`config.mk`:
```
export PLATFORM = sky130hd
export DESIGN_NAME = student_iis_rx_fifo
export DESIGN_NICKNAME = d
export VERILOG_FILES = /design/src/rtl/student_iis_rx_fifo.sv
export SDC_FILE = /design/constraint.sdc
export NUM_CORES = 1
export LEC_CHECK = 0
export CAP_MARGIN = 20
export CORE_AREA = 2 2 130 132
export DETAILED_ROUTE_END_ITERATION = 10
export DIE_AREA = 0 0 132 134
export HOLD_SLACK_MARGIN = 0.03
export PLACE_DENSITY = 0.73
export SLEW_MARGIN = 20
export SYNTH_ARGS = -nofsm -noshare
export SYNTH_HDL_FRONTEND = slang
export SYNTH_SLANG_ARGS = --single-unit
```
`constraint.sdc`:
```
create_clock -name clk_i -period 3 [get_ports clk_i]
set_clock_uncertainty 0.2 [all_clocks]
set_input_delay 0.3 -clock clk_i [delete_from_list [all_inputs] [get_ports clk_i]]
set_output_delay 0.3 -clock clk_i [all_outputs]
set_load 0.01 [all_outputs]
```
`src/rtl/student_iis_rx_fifo.sv`:
```
`default_nettype none
// ============================================================================
//  Module : student_iis_rx_fifo
//  Stereo I2S / left-justified ADC capture feeding a {L,R} frame FIFO.
//  Optional build macro: IIS_RX_OVERRUN_CNT_EN (dropped-frame counter).
//  Revision: 1.0
// ============================================================================
module student_iis_rx_fifo #(
    parameter int DATA_SIZE  = 16,
    parameter int SLOT_BITS  = 32,
    parameter int FIFO_DEPTH = 4
) (
    input  logic                          clk_i,
    input  logic                          rst_ni,
    input  logic                          en_i,
    input  logic                          mode_i,
    input  logic                          AC_ADC_SDATA,
    input  logic                          AC_LRCLK,
    input  logic                          LRCLK_Rise,
    input  logic                          LRCLK_Fall,
    input  logic                          BCLK_Rise,
    output logic [DATA_SIZE-1:0]          data_l_o,
    output logic [DATA_SIZE-1:0]          data_r_o,
    output logic                          valid_o,
    input  logic                          ready_i,
    output logic [$clog2(FIFO_DEPTH):0]   level_o,
    output logic                          overrun_o,
    output logic                          short_o,
    input  logic                          clr_i,
    output logic [7:0]                    overrun_cnt_o
);

    localparam int                 c_CNT_W    = $clog2(SLOT_BITS + 1);
    localparam int                 c_PTR_W    = $clog2(FIFO_DEPTH);
    localparam logic [c_CNT_W-1:0] c_SLOT_MAX = c_CNT_W'(SLOT_BITS);
    localparam logic [c_CNT_W-1:0] c_I2S_LAST = c_CNT_W'(DATA_SIZE);
    localparam logic [c_CNT_W-1:0] c_LJ_LAST  = c_CNT_W'(DATA_SIZE - 1);
    localparam logic [c_PTR_W:0]   c_DEPTH    = (c_PTR_W + 1)'(FIFO_DEPTH);

    // Serial capture state
    logic [c_CNT_W-1:0]   r_cnt;
    logic [DATA_SIZE-1:0] r_shift;
    logic                 r_mode;
    logic                 r_armed;
    logic                 r_ch_done;
    logic                 r_done;
    logic                 r_done_right;
    logic [DATA_SIZE-1:0] r_hold_l;
    logic                 r_left_ok;

    logic                 w_edge;
    logic                 w_armed_eff;
    logic                 w_mode_eff;
    logic                 w_bit_en;
    logic                 w_in_win;
    logic                 w_last;
    logic                 w_short_evt;
    logic [c_CNT_W-1:0]   w_idx;
    logic [c_CNT_W-1:0]   w_cnt_nxt;
    logic [DATA_SIZE-1:0] w_shift_base;

    // An LRCLK edge restarts the channel before any coincident BCLK is counted.
    always_comb begin
        w_edge       = LRCLK_Rise | LRCLK_Fall;
        w_armed_eff  = r_armed | LRCLK_Fall;
        w_mode_eff   = LRCLK_Fall ? mode_i : r_mode;
        w_idx        = w_edge ? '0 : r_cnt;
        w_shift_base = w_edge ? '0 : r_shift;
        w_cnt_nxt    = (w_idx == c_SLOT_MAX) ? c_SLOT_MAX : w_idx + 1'b1;
        if (w_mode_eff) begin
            w_in_win = (w_idx <= c_LJ_LAST);
            w_last   = (w_idx == c_LJ_LAST);
        end else begin
            w_in_win = (w_idx != '0) && (w_idx <= c_I2S_LAST);
            w_last   = (w_idx == c_I2S_LAST);
        end
        w_bit_en    = en_i & w_armed_eff & BCLK_Rise;
        w_short_evt = en_i & r_armed & w_edge & (r_cnt != '0) & ~r_ch_done;
    end

    always_ff @(posedge clk_i or negedge rst_ni) begin
        if (!rst_ni) begin
            r_cnt        <= '0;
            r_shift      <= '0;
            r_mode       <= 1'b0;
            r_armed      <= 1'b0;
            r_ch_done    <= 1'b0;
            r_done       <= 1'b0;
            r_done_right <= 1'b0;
        end else begin
            r_done <= 1'b0;
            if (!en_i) begin
                r_armed <= 1'b0;
            end else begin
                if (LRCLK_Fall) begin
                    r_armed <= 1'b1;
                    r_mode  <= mode_i;
                end
                if (w_edge) begin
                    r_cnt     <= '0;
                    r_shift   <= '0;
                    r_ch_done <= 1'b0;
                end
                if (w_bit_en) begin
                    r_cnt <= w_cnt_nxt;
                    if (w_in_win) begin
                        r_shift <= {w_shift_base[DATA_SIZE-2:0], AC_ADC_SDATA};
                    end
                    if (w_in_win && w_last) begin
                        r_done       <= 1'b1;
                        r_done_right <= AC_LRCLK;
                        r_ch_done    <= 1'b1;
                    end
                end
            end
        end
    end

    // Left sample is parked until its right partner completes in the same frame.
    always_ff @(posedge clk_i or negedge rst_ni) begin
        if (!rst_ni) begin
            r_hold_l  <= '0;
            r_left_ok <= 1'b0;
        end else begin
            if (r_done && !r_done_right) begin
                r_hold_l <= r_shift;
            end
            if (!en_i || !r_armed || LRCLK_Fall) begin
                r_left_ok <= 1'b0;
            end else if (r_done) begin
                r_left_ok <= ~r_done_right;
            end
        end
    end

    // Frame FIFO
    logic [2*DATA_SIZE-1:0] r_mem [FIFO_DEPTH];
    logic [c_PTR_W:0]       r_wptr;
    logic [c_PTR_W:0]       r_rptr;
    logic [c_PTR_W:0]       w_level;
    logic [2*DATA_SIZE-1:0] w_head;
    logic                   w_full;
    logic                   w_empty;
    logic                   w_pop;
    logic                   w_push_req;
    logic                   w_push;
    logic                   w_drop;

    always_comb begin
        w_level    = r_wptr - r_rptr;
        w_full     = (w_level == c_DEPTH);
        w_empty    = (w_level == '0);
        w_pop      = ~w_empty & ready_i;
        w_push_req = r_done & r_done_right & r_left_ok & en_i;
        w_push     = w_push_req & (~w_full | w_pop);
        w_drop     = w_push_req & w_full & ~w_pop;
        w_head     = r_mem[r_rptr[c_PTR_W-1:0]];
    end

    always_ff @(posedge clk_i or negedge rst_ni) begin
        if (!rst_ni) begin
            for (int i = 0; i < FIFO_DEPTH; i++) begin
                r_mem[i] <= '0;
            end
            r_wptr <= '0;
            r_rptr <= '0;
        end else begin
            if (w_push) begin
                r_mem[r_wptr[c_PTR_W-1:0]] <= {r_hold_l, r_shift};
                r_wptr <= r_wptr + 1'b1;
            end
            if (w_pop) begin
                r_rptr <= r_rptr + 1'b1;
            end
        end
    end

    assign data_l_o = w_head[2*DATA_SIZE-1:DATA_SIZE];
    assign data_r_o = w_head[DATA_SIZE-1:0];
    assign valid_o  = ~w_empty;
    assign level_o  = w_level;

    // Sticky status; a clear wins over a same-cycle set.
    always_ff @(posedge clk_i or negedge rst_ni) begin
        if (!rst_ni) begin
            overrun_o <= 1'b0;
            short_o   <= 1'b0;
        end else if (clr_i) begin
            overrun_o <= 1'b0;
            short_o   <= 1'b0;
        end else begin
            if (w_drop) begin
                overrun_o <= 1'b1;
            end
            if (w_short_evt) begin
                short_o <= 1'b1;
            end
        end
    end

`ifdef IIS_RX_OVERRUN_CNT_EN
    logic [7:0] r_ovr_cnt;

    always_ff @(posedge clk_i or negedge rst_ni) begin
        if (!rst_ni) begin
            r_ovr_cnt <= 8'h00;
        end else if (clr_i) begin
            r_ovr_cnt <= 8'h00;
        end else if (w_drop && (r_ovr_cnt != 8'hFF)) begin
            r_ovr_cnt <= r_ovr_cnt + 8'h01;
        end
    end

    assign overrun_cnt_o = r_ovr_cnt;
`else
    assign overrun_cnt_o = 8'h00;
`endif

endmodule
`default_nettype wire

```
# --- After elaboration in Yosys (flattened, before gate mapping) ---
# Cells that the tools add are included.
totals:
  out_inout_bits: 46
  regBits: 180
  word_cells: 99
classes:
  n_eq_ne: 5
  order_cmp: 5
  addsub: 4
  mux: 29
  n_reduce_logical: 16
  n_bitwise: 23
op_table:
  columns: ["cell", "n"]
  rows:
  - ["$bwmux 128", 1]
  - ["$mux 32", 3]
  - ["$bmux 32 s2", 1]
  - ["$demux 32 s2", 1]
  - ["$mux 16", 3]
  - ["$mux 6", 3]
  - ["$mux 1", 17]
  - ["$and 1x1->1", 13]
  - ["$reduce_bool 6->1", 2]
  - ["$add 3x1->3 const B", 2]
  - ["$add 6x1->6 const B", 1]
  - ["$eq 6x4->1 const B", 1]
  - ["$eq 6x5->1 const B", 1]
  - ["$eq 6x6->1 const B", 1]
  - ["$ge 3x3->1 const B", 2]
  - ["$le 6x4->1 const B", 1]
  - ["$le 6x5->1 const B", 1]
  - ["$not 2->3", 2]
  - ["$reduce_bool 2->1", 3]
  - ["$not 1->1", 5]
  - ["$logic_and 1x1->1", 4]
  - ["$eq 3x3->1 const B", 1]
  - ["$logic_not 1->1", 3]
  - ["$logic_not 3->1", 1]
  - ["other kinds (6)", 9]

# --- Longest topological paths before layout ---
# Gate-level depths: netlist of the first run.
logic_depth:
  ltp_word: 9
  mapped_depth: 9
  depth_no_buf: 8

# --- Least setup slack after synthesis of the first run ---
# Ideal clock, no wire load.
synth_timing:
  kind: "reg-to-reg"
  startpoint: "reg r_wptr[0]"
  endpoint: "reg r_mem[10] in the netlist's numbering"
  setup_ns: 0.125
  t_arrival_ns: 2.322
  period_less_slack_ns: 2.647
  stages_incl_launch_ff: 10
  n_path_buf: 1
  path_slack_ns: 0.353
  cell_sequence: "dfrtp_1 inv_1 ha_1 fa_1 xnor3_2 inv_2 a41oi_4 nand2_4 buf_6 mux2_4"
synth_via:
  elab_chain_cells: 6
  elab_cells_between_ends: 15
  cone_classes: "add/sub (1); order compare (2); eq/ne (1); mux (3); bitwise (6); reduce/logical (2)"
synth_lines:
  columns: ["item", "line_no", "rtl"]
  rows:
  - ["from (decl)", "138", "logic [c_PTR_W:0] r_wptr;"]
  - ["from (signal assigned)", "170", "r_wptr <= r_wptr + 1'b1;"]
  - ["$sub 3x3->3 (*)", "150", "w_level = r_wptr - r_rptr;"]
  - ["net level_o[2]", "26", "output logic [$clog2(FIFO_DEPTH):0] level_o,"]
  - ["$logic_not 3->1", "152", "w_empty = (w_level == '0);"]
  - ["$not 1->1", "153", "w_pop = ~w_empty & ready_i;"]
  - ["$and 1x1->1", "153", null]
  - ["$or 1x1->1 (*)", "155", "w_push = w_push_req & (~w_full | w_pop);"]
  - ["$and 1x1->1 (*)", "155", null]
  - ["to (signal, indexed assignment)", "169", "r_mem[r_wptr[c_PTR_W-1:0]] <= {r_hold_l, r_shift};"]
  - ["to (decl)", "137", "logic [2*DATA_SIZE-1:0] r_mem [FIFO_DEPTH];"]
# Mark *: on every way through the listed nets, which the timed path passes. The rest lies on a longest branch.
# A chain may end at the register's enable or synchronous reset.

# --- Worst setup path after layout of the first run ---
layout_timing:
  startpoint: "reg r_wptr[0]"
  endpoint: "out level_o[2]"
layout_via:
  elab_chain_cells: 1
layout_lines:
  columns: ["item", "line_no"]
  rows:
  - ["$sub 3x3->3", "150"]
  - ["to (decl)", "26"]
# Every way passes these cells.

==> reports/metrics.cfg, run 1 <==
[outcome]
outcome=completed

[setup_path]
crit_path_start_kind=register
cpMaxStageDelayCell=clkdlybuf4s50_1
path_depth=6
cpLargestDelayFamily=buffers and inverters
rrSetupSlack_ns=0.18
startpoint=r_wptr[0]$_DFFE_PN0P_
slowest_delay_ns=0.55
reg2reg_depth=9
worst_setup_path_end_kind=primary output
path_max_fanout=4
timing.rr.end=r_mem[40]$_DFFE_PN0P_
critical_path_class=reg -> out
crit_arrival_ns=2.38
timing.rr.start=r_wptr[0]$_DFFE_PN0P_
crit_buf_inv=3
crit_required_ns=2.50
crit_chain=inv_1 > ha_1 > fa_1 > xnor3_2 > inv_2 > clkdlybuf4s50_1
crit_end=level_o[2]

[power_and_ir_drop]
totalPowerFinal_mw=5.280
p_leak_nw=4.983
power_density_nw_per_um2=539.9
vdd_ir_drop_max_mv=0.3936

[finish]
stdcell_count=801
drive_gt1_share_pct=40.45
area_delta_synth_final_pct=15.30
n_antenna_cell=0
final_area_um2=9779
final_util_pct=60.04
nNetsFinal=590

[global_route]
grt_usage_pct=20.03
gr-total-overflow=0
grt_pass1_wl_mm=27.71
grt_max_degree=70
antenna_found_initial=0
grt_pass1_vias=5066

[die]
die-height_um=134
io_pins=57
die_w_um=132
core_area_um2=16290
row_count=47
die_area_um2=17690
start_util_pct=52.07

[route]
routed_wirelength_mm=16.37
drc=0
vias=4519
postRouteAntennaNets=0
viasPerCell=5.642
wl_per_cell_um=20.43
first_pass_iters=5
drt_iter0_drc=268

[sta]
fin_ws_ns=0.1206
fmax_ghz=0.3473
relSlewSlack_pct=39.15
tns_ns=0
post-route-period-util_pct=95.98
fin_crit_ns=2.879
worstMarginPinSlew_ns=0.9127
setup_viol=0
rsz0062_at_grt=no
finalHoldViolCount=0
drv_slew=0
fin_hold_ws_ns=0.1653

[logic_synthesis]
yosysWarnings=0
yosysSeqAreaShare_pct=53.11
netlist_area_um2=8482
synth-edff-count=0
synthCells=515
synth.distinct_cells=54
synth_top_area_share_pct=53.11
synth.avg_cell_area_um2=16.47
synthArstFlopShare_pct=100.0
synthTopCellsByArea=dfrtp_1 (53%), mux2_4 (20%), mux4_2 (8.5%)
ys_ff_latch=180
synth_area_leader_cell=dfrtp_1
ys.flop_type=dfrtp_1

[placed_design]
dpl.cell_count=770
postPlaceCellArea_um2=9225
gp_congestion=0.7967
dp_hpwl_mm=10.50
io_buffer_count=48
dp_worst_setup_slack_ns=0.07879

[worst_hold_path]
hold_class=in -> async

[cts]
cts-root-buf=clkbuf_16
insertion_delay_ns=0.42
path_clk_slew_ns=0.06
cts.sinks=180
htree_num_levels=4
cts_buffers=17
clockBufferDepth=2
cts_tree=built

[job]
cap_violations=0

==> timing repair <==
item,CTS,global route
resized for setup,2,0
hold endpoints to repair,85,0
hold buffers,1,0
pin swaps,0,1
setup endpoints to repair,33,27
setup buffers,0,1
==> synth_stat cells (2+ instances only) <==
cell type	number
o31ai_1	2
a41oi_1	2
inv_1	6
nor2_1	6
xnor2_1	4
nor3_1	3
mux2_2	33
ha_1	7
nand3_1	3
buf_2	5
dfrtp_1	180
a22o_1	16
o21ai_0	5
nand2_1	16
nand2_4	4
nand2b_1	4
buf_6	12
a211oi_1	4
mux4_2	32
buf_4	9
mux2_4	115
a31oi_1	2
nor4b_1	4
clkbuf_1	11
==> worst reg2reg max path, delay by kind of cell, from the launching register on <==
kind | cells | cell delay [ns]
AOI/OAI and AO/OA | 1 | 0.39
xor gates and xnor gates | 1 | 0.27
adders and majority gates | 2 | 0.59
buffers and inverters | 3 | 0.38
DFF | 1 | 0.35
muxes | 1 | 0.31
and+or+nand+nor | 1 | 0.22
==> registers in the layout, indices dropped and copies added (netlist names) <==
signal,flops
overrun_o,1
r_armed,1
r_ch_done,1
r_cnt,6
r_done,1
r_done_right,1
r_hold_l,16
r_left_ok,1
r_mem,128
r_mode,1
r_rptr,3
r_shift,16
r_wptr,3
short_o,1
==> cell usage in the layout (no fill, tap or decap), drive strengths merged, types with 2 or more instances in the layout <==
cell	instances
nor2	6
clkbuf	24
xnor2	4
a41oi	3
nand3	3
mux4	32
or2	2
inv	7
nor3	3
o31ai	2
dfrtp	180
conb	8
a31oi	2
clkdlybuf4s50	46
clkinv	3
nand2b	4
a22o	16
mux2	148
ha	7
nand2	20
buf	19
o21ai	5
nor4b	4
a211oi	4
==> cell type report <==
type | count | area [um^2]
Multi-Input combinational cell | 298 | 3709
Inverter | 7 | 26.28
Fill cell | 1235 | 6510
Tap cell | 220 | 275.3
Clock inverter | 5 | 52.55
Clock buffer | 24 | 481.7
Sequential cell | 180 | 4506
Timing Repair Buffer | 67 | 729.5
==> routing by layer <==
layer	up-vias	track usage (%)	wire, um	part of all wire [%]
li1	2000	-	-	-
met1	2414	26.69	7276	44
met2	88	34.00	8428	52
met3	17	4.082	471	2.9
met4	0	5.012	189	1.2
met5	-	0	0	0
==> how the worst min path moves through the flow <==
| stage | from | to | cells after the start |
|---|---|---|---|
| global placement | rst_ni | r_mem[123]$_DFFE_PN0P_ | 1 |
| finish | rst_ni | r_mem[91]$_DFFE_PN0P_ | 2 |
| CTS | rst_ni | r_mem[123]$_DFFE_PN0P_ | 2 |
| global route | rst_ni | r_mem[123]$_DFFE_PN0P_ | 2 |
| detailed placement | rst_ni | r_mem[123]$_DFFE_PN0P_ | 1 |
| floorplan | rst_ni | overrun_o$_DFFE_PN0P_ | 0 |
==> cell families after synthesis <==
family / synth area share [%]
xor gates and xnor gates: 0.6932
adders and majority gates: 1.269
and+or+nand+nor: 3.629
muxes: 33.35
AOI/OAI and AO/OA: 4.426
buffers and inverters: 3.481
DFF: 53.11
other: 0.04421
==> where the power goes <==
part           internal, mW  switching (mW)  total (mW)
Combinational         0.317           0.423       0.740
Sequential             2.46          0.0277        2.49
Clock                  1.19           0.863        2.05
No activity file was read; power rests on OpenSTA's default activity.
==> run 2: changes to the inputs <==
- CAP_MARGIN: 20 -> unset
==> results of run 2 <==
Same layout as run 1: the final DEF is identical, and so are final timing and power.
